[config.mk]
export PLATFORM = sky130hd
export DESIGN_NAME = pc_fifo
export DESIGN_NICKNAME = d
export VERILOG_FILES = /design/src/rtl/iu_pkg.sv /design/src/rtl/pc_fifo.sv
export SDC_FILE = /design/constraint.sdc
export NUM_CORES = 1
export LEC_CHECK = 0
export BUFFER_PORTS_ARGS = -buffer_cell sky130_fd_sc_hd__buf_2
export CORE_UTILIZATION = 45
export CTS_BUF_LIST = sky130_fd_sc_hd__clkbuf_8
export DETAILED_ROUTE_END_ITERATION = 8
export SETUP_SLACK_MARGIN = 0.1
export SKIP_CTS_REPAIR_TIMING = 1
export SYNTH_ARGS = -nofsm -noshare
export SYNTH_HDL_FRONTEND = slang
export SYNTH_SLANG_ARGS = --single-unit
[constraint.sdc]
create_clock -name clk -period 10.1 [get_ports clk]
set_input_delay 1.01 -clock clk [delete_from_list [all_inputs] [get_ports clk]]
set_output_delay 1.01 -clock clk [all_outputs]
set_load 0.05 [all_outputs]
[src/rtl/iu_pkg.sv]
// Shared types and constants for the iu prediction interface.
package iu_pkg;
  localparam int XLEN    = 64;
  localparam int PC_STEP = 4;

  typedef logic [XLEN-1:0] pc_t;

  // Sequential fetch address after pc, as iu's predictor computes it.
  function automatic pc_t pc_next(input pc_t pc);
    return pc + pc_t'(PC_STEP);
  endfunction
endpackage

[src/rtl/pc_fifo.sv]
// DEPTH-entry FIFO of PCs; a push is also taken when full if a pop happens in the same cycle.
module pc_fifo
  import iu_pkg::*;
#(
  parameter int DEPTH = 8
) (
  input  logic                   clk,
  input  logic                   rst_n,
  input  logic                   push,
  input  logic                   pop,
  input  pc_t                    din,
  output pc_t                    dout,
  output logic                   full,
  output logic                   empty,
  output logic [$clog2(DEPTH):0] level
);
  localparam int AW = $clog2(DEPTH);

  pc_t           r_mem [DEPTH];
  logic [AW-1:0] r_wr_ptr;
  logic [AW-1:0] r_rd_ptr;
  logic [AW:0]   r_level;
  logic          w_pop;
  logic          w_push;

  assign full   = (r_level == (AW+1)'(DEPTH));
  assign empty  = (r_level == '0);
  assign level  = r_level;
  assign dout   = r_mem[r_rd_ptr];
  assign w_pop  = pop && !empty;
  assign w_push = push && (!full || w_pop);

  // Pointers are AW bits wide, so they wrap modulo DEPTH on their own.
  always_ff @(posedge clk or negedge rst_n) begin
    if (!rst_n) begin
      r_wr_ptr <= '0;
      r_rd_ptr <= '0;
      r_level  <= '0;
    end else begin
      if (w_push) r_wr_ptr <= r_wr_ptr + 1'b1;
      if (w_pop)  r_rd_ptr <= r_rd_ptr + 1'b1;
      case ({w_push, w_pop})
        2'b10:   r_level <= r_level + 1'b1;
        2'b01:   r_level <= r_level - 1'b1;
        default: r_level <= r_level;
      endcase
    end
  end

  always_ff @(posedge clk) begin
    if (w_push) r_mem[r_wr_ptr] <= din;
  end
endmodule

==> flow_summary_export.csv, run 1 <==
group,metric,value,unit
floorplan,start_util,0.459,
floorplan,rows,76,
timing,hold_viol,0,
worst_hold_path,hold_path.class,"in -> async",
grt,grt_pass1_vias,9492,
synth,synth_seq_area_share,0.787,
worst_setup_path,critPathRequiredTime,9.09,ns
timing,clock.fmax,0.217,GHz
clock_tree,root_buffer,"clkbuf_8",
drt,drc,0,
clock_tree,cts_tree,"built",
clock_tree,ctsLongestPathBuffers,3,
floorplan,ios,138,
timing,clock_skew,0.0233,ns
timing,rsz0062_at_grt,"no",
power,finalPower,7.12,mW
clock_tree,clk_pin_slew_worst_paths,0.06,ns
cells_and_area,layout-drive-gt1-share,0.425,
floorplan,fp.dieH,212,µm
grt,grt_first_pass_wirelength,57.9,mm
drt,ant_nets,0,
grt,grtUsageTotal,0.178,
outcome,status,"completed",
synth,synth_warnings,0,
cells_and_area,area_growth,14.4,%
power,peakVddDrop,0.174,mV
grt,grt-ovfl-total,0,
synth,synth_edf_count,512,
cells_and_area,fin_cells,1662,
synth,syn-num-nets,878,
drt,drt_wl_total,38.7,mm
worst_setup_path,worstPathArrival,3.59,ns
synth,synth_area_leaders,"edfxtp_1 (77%), mux4_2 (15%), mux2_2 (3.9%)",
synth,synth_cell_type_count,30,
power,leakagePower,7.50,nW
cells_and_area,nNetsFinal,1081,
worst_setup_path,endpoint_kind,"primary output",
synth,synthCells,805,
grt,antenna_found_initial,6,
drt,wire_per_inst,23.3,µm
synth,ys_ff_latch,522,
timing,maxSlewHeadroom,0.237,
grt,grt_max_degree,75,
timing,fin_setup_tns,0,ns
drt,via_count,8830,
timing,post-route-min-period,4.60,ns
synth,syn_area_per_cell,24.7,µm²
drt,firstDrtPassIters,6,
drt,first_iter_violations,478,
timing,holdWs,0.244,ns
drt,vias_per_cell,5.31,
timing,timing.final.crit_share,0.456,
placement,place_hpwl,19.5,mm
synth,yosysTopAreaCellShare,0.775,
flow_run,maxCapViolations,0,
cells_and_area,multiInputGateArea,0.00403,mm²
placement,placedCellCount,1505,
clock_tree,worstSkewPairLatency,0.64,ns
worst_setup_path,cp-start-kind,"register",
clock_tree,numCtsBuffers,86,
timing,slew_viol_final,0,
power,powerDensity,313,mW/mm²
floorplan,die_x,212,µm
clock_tree,htree_levels,3,
worst_setup_path,cp_max_fo,47,
clock_tree,numClockSinks,522,
placement,gp_congestion,0.682,
worst_setup_path,critical_path_class,"reg -> out",
placement,portBuffers,137,
synth,synth-main-ff-cell,"edfxtp_1",
synth,async_reset_ff_frac,0.0192,
placement,placed_cell_area,0.0212,mm²
timing,setup_viol,0,
floorplan,dieArea,0.0450,mm²
cells_and_area,area.sequential,0.0156,mm²
timing,tightest_slew,1.14,ns
synth,synth_top_area_cell,"edfxtp_1",
synth,syn_area,0.0198,mm²
cells_and_area,postLayoutCellArea,0.0227,mm²
floorplan,core-area,0.0433,mm²
cells_and_area,fillers,3387,
## placed cells by master (no fill, tap or decap), types with 3 or more instances in the layout
master / Yosys / routed
edfxtp_1: 512 / 512
buf_2: 3 / 137
mux4_2: 128 / 128
clkbuf_8: 0 / 90
mux2_2: 68 / 68
inv_1: 5 / 37
clkinv_1: 0 / 28
buf_4: 2 / 14
dfrtp_1: 10 / 7
nor2_4: 0 / 6
nand2b_1: 4 / 4
nand2_1: 4 / 4
xnor2_1: 4 / 4
ha_1: 4 / 4
nor2_1: 9 / 3
xor2_1: 3 / 3
dfrtp_4: 0 / 3
## cells in the mapped netlist, types with 4 or more instances
cell and instances:
edfxtp_1 512, mux4_2 128, mux2_2 68, buf_6 11
clkbuf_1 11, dfrtp_1 10, nor2_1 9, buf_1 8
inv_1 5, ha_1 4, nand2_1 4, nand2b_1 4
xnor2_1 4
## through the flow
step            util  setup slack [ns]
5_1_grt        0.525              5.17
3_5_place_dp   0.490              6.02
6_report       0.525              5.50
2_1_floorplan      -              3.75
4_1_cts        0.525              5.33
3_3_place_gp   0.490              6.02
## area by class of cell
type                       count  area share
multi-input combinational    242       0.177
timing repair buffer         151      0.0348
antenna                        2    0.000220
clock buffer                  90      0.0545
clock inverter                65      0.0114
tap                          585      0.0322
inverter                       5    0.000826
sequential                   522       0.689
## flip-flops by register name (all words and copies together), names as in the netlist
name      flops
r_mem       512
level         4
r_rd_ptr      3
r_wr_ptr      3
## critical path: stages (launching register included)
cell and delay [ns]:
dfrtp_4 0.93, buf_4 0.87, mux4_2 0.60, mux2_2 0.29, buf_2 0.21
## logic make-up after synthesis
kind of cell / Yosys count / share of synthesized area
flops: 522 / 0.787
mux: 198 / 0.185
buf+inv: 41 / 0.0125
simple gates: 26 / 0.00637
xor+xnor: 7 / 0.00309
compound gates: 6 / 0.00246
fa+ha+maj: 5 / 0.00353
## power breakdown
part / total (mW) / leakage, nW / internal, mW / switching [mW]
logic: 2.59 / 1.86 / 0.942 / 1.64
registers: 2.93 / 4.76 / 2.73 / 0.195
clock network: 1.61 / 0.874 / 0.819 / 0.790
## layer usage
| metal | share of wire | routed length, µm | track usage | vias to the layer above |
|---|---|---|---|---|
| met2 | 0.49 | 19000 | 0.288 | 210 |
| met1 | 0.43 | 16600 | 0.232 | 4667 |
| met5 | 0.0018 | 70 | 0 | - |
| met3 | 0.056 | 2180 | 0.0508 | 79 |
| li1 | - | - | - | 3864 |
| met4 | 0.022 | 851 | 0.0592 | 10 |
## worst paths after layout
check	startpoint	end	slack, ns	cells after the start
min in group clk	r_wr_ptr[0]$_DFFE_PN0P_	r_wr_ptr[0]$_DFFE_PN0P_	0.52	1
min reg2reg	r_wr_ptr[0]$_DFFE_PN0P_	r_wr_ptr[0]$_DFFE_PN0P_	0.52	1
max	r_rd_ptr[0]$_DFFE_PN0N_	dout[33]	5.50	4
max in group asynchronous	rst_n	r_rd_ptr[2]$_DFFE_PN0N_	9.61	1
max reg2reg	level[1]$_DFFE_PN0P_	r_mem[7][27]$_DFFE_PP_	6.96	5
min	rst_n	r_wr_ptr[1]$_DFFE_PN0P_	0.24	1
(Power assumes the default switching activity.)
==> run 2, diff against run 1 <==
- clock period: 10.1 -> 4.5 ns (I/O delays scaled with it)
==> flow_summary_export.csv, run 2 (synthesized netlist as in run 1, its figures left out) <==
group,metric,value,unit
worst_setup_path,cp_max_fo,37,
floorplan,core-area,0.0433,mm²
timing,clock_skew,0.0267,ns
drt,firstDrtPassIters,5,
worst_setup_path,path_cells,"buf_4, mux4_2, mux2_2, buf_2",
timing,slew_viol_final,0,
clock_tree,clk_pin_slew_worst_paths,0.06,ns
cells_and_area,fillers,3394,
cells_and_area,nNetsFinal,1086,
timing,tightest_slew,1.04,ns
placement,gp_congestion,0.691,
worst_setup_path,cp-start-kind,"register",
clock_tree,root_buffer,"clkbuf_8",
clock_tree,numCtsBuffers,85,
floorplan,ios,138,
power,p_seq_frac,0.406,
timing,holdWs,0.0917,ns
drt,via_count,8803,
grt,antenna_found_initial,6,
floorplan,die_x,212,µm
cells_and_area,largest_reg_flops,512,
cells_and_area,final_cell_mix,"edfxtp_1 (512), buf_2 (137), mux4_2 (128)",
worst_setup_path,critical_path_class,"reg -> out",
drt,first_iter_violations,518,
power,powerDensity,702,mW/mm²
timing,timing.final.crit_share,0.717,
grt,grt-ovfl-total,0,
outcome,status,"completed",
power,p_int,10.1,mW
floorplan,start_util,0.459,
floorplan,rows,76,
timing,hold_viol,0,
floorplan,dieArea,0.0450,mm²
cells_and_area,layout-drive-gt1-share,0.436,
worst_setup_path,slowest_delay,0.81,ns
worst_setup_path,worstPathArrival,2.78,ns
worst_setup_path,endpoint_kind,"primary output",
drt,ant_nets,0,
clock_tree,htree_levels,3,
drt,drt_wl_total,38.0,mm
worst_hold_path,hold_path.class,"in -> reg",
grt,grt_pass1_vias,9573,
worst_setup_path,cp_top_family,"flip-flops",
timing,setup_viol,0,
cells_and_area,area_growth,14.8,%
power,peakVddDrop,0.476,mV
power,leakagePower,7.52,nW
timing,layout_setup_ws,1.27,ns
cells_and_area,multiInputGateArea,0.00404,mm²
clock_tree,numClockSinks,522,
drt,vias_per_cell,5.31,
grt,grtUsageTotal,0.176,
timing,post-route-min-period,3.23,ns
clock_tree,cts_tree,"built",
timing,maxSlewHeadroom,0.304,
placement,portBuffers,137,
cells_and_area,area.sequential,0.0156,mm²
cells_and_area,layout.cells.most_common,"edfxtp_1",
drt,drc,0,
cells_and_area,regMostFlops,"r_mem",
worst_setup_path,worst_path_max_delay_cell,"dfrtp_4",
grt,grt_first_pass_wirelength,57.4,mm
power,clockPowerShare,0.222,
placement,place_hpwl,20.3,mm
clock_tree,ctsLongestPathBuffers,3,
power,p_comb_frac,0.372,
worst_setup_path,crit_buf_inv,2,
grt,grt_max_degree,77,
power,p_sw_frac,0.371,
worst_setup_path,critPathRequiredTime,4.05,ns
flow_run,maxCapViolations,0,
drt,wire_per_inst,22.9,µm
placement,dp_slack,1.60,ns
floorplan,fp.dieH,212,µm
timing,rsz0062_at_grt,"no",
power,p_switching,5.94,mW
clock_tree,worstSkewPairLatency,0.64,ns
timing,clock.fmax,0.310,GHz
==> run 2: cell count changes in the layout (fill, tap and decap cells not counted), moves of 3 or more <==
cell	delta
inv_1	-4
clkbuf_8	-4
buf_12	+4
clkinv_2	+5
inv_6	+3
clkinv_1	-11
==> run 2: worst paths after layout <==
kind | from | end | slack (ns) | cells after the start
setup / recovery | r_rd_ptr[1]$_DFFE_PN0N_ | dout[31] | 1.27 | 4
hold / removal | din[16] | r_mem[0][16]$_DFFE_PP_ | 0.09 | 1
setup reg to reg | level[0]$_DFFE_PN0P_ | r_mem[5][49]$_DFFE_PP_ | 1.70 | 5
hold reg to reg | r_wr_ptr[0]$_DFFE_PN0P_ | r_wr_ptr[0]$_DFFE_PN0P_ | 0.53 | 1
max in group asynchronous | rst_n | r_rd_ptr[1]$_DFFE_PN0N_ | 4.04 | 2
min in group asynchronous | rst_n | r_wr_ptr[1]$_DFFE_PN0P_ | 0.22 | 2
==> run 2: area by class of cell <==
cell class              count  area share
diodes                      3    0.000330
inverters                   5    0.000824
repair buffers            157      0.0390
flip-flops and latches    522       0.686
well taps                 585      0.0321
clock buffers              86      0.0520
multi-input cells         242       0.177
clock inverters            59      0.0119
==> run 2: through the flow <==
step / instances / area, µm² / utilization / setup TNS [ns] / power (mW)
2_1_floorplan: 805 / 19900 / - / -11.66 / 11.3
3_3_place_gp: 1510 / 21300 / 0.492 / 0 / 12.6
3_5_place_dp: 1510 / 21300 / 0.492 / 0 / 12.7
4_1_cts: 1655 / 22800 / 0.526 / 0 / 16.3
5_1_grt: 1656 / 22800 / 0.526 / 0 / 16.8
6_report: 1659 / 22800 / 0.526 / 0 / 16.0
==> run 2: metal layers <==
layer | GRT usage | up-vias | share of wire | routed length, µm
li1 | - | 3864 | - | -
met1 | 0.235 | 4653 | 0.44 | 16600
met2 | 0.283 | 223 | 0.49 | 18700
met3 | 0.0456 | 57 | 0.052 | 1990
met4 | 0.0552 | 6 | 0.017 | 655
met5 | 0 | - | 0.0012 | 44
==> run 2: power groups by stage <==
stage,logic (mW),clock network (mW),registers (mW)
finish,5.95,3.56,6.50
global placement,6.06,0,6.58
global route,6.32,3.90,6.57
CTS,6.10,3.69,6.51
floorplan,4.80,0,6.46
detailed placement,6.07,0,6.61
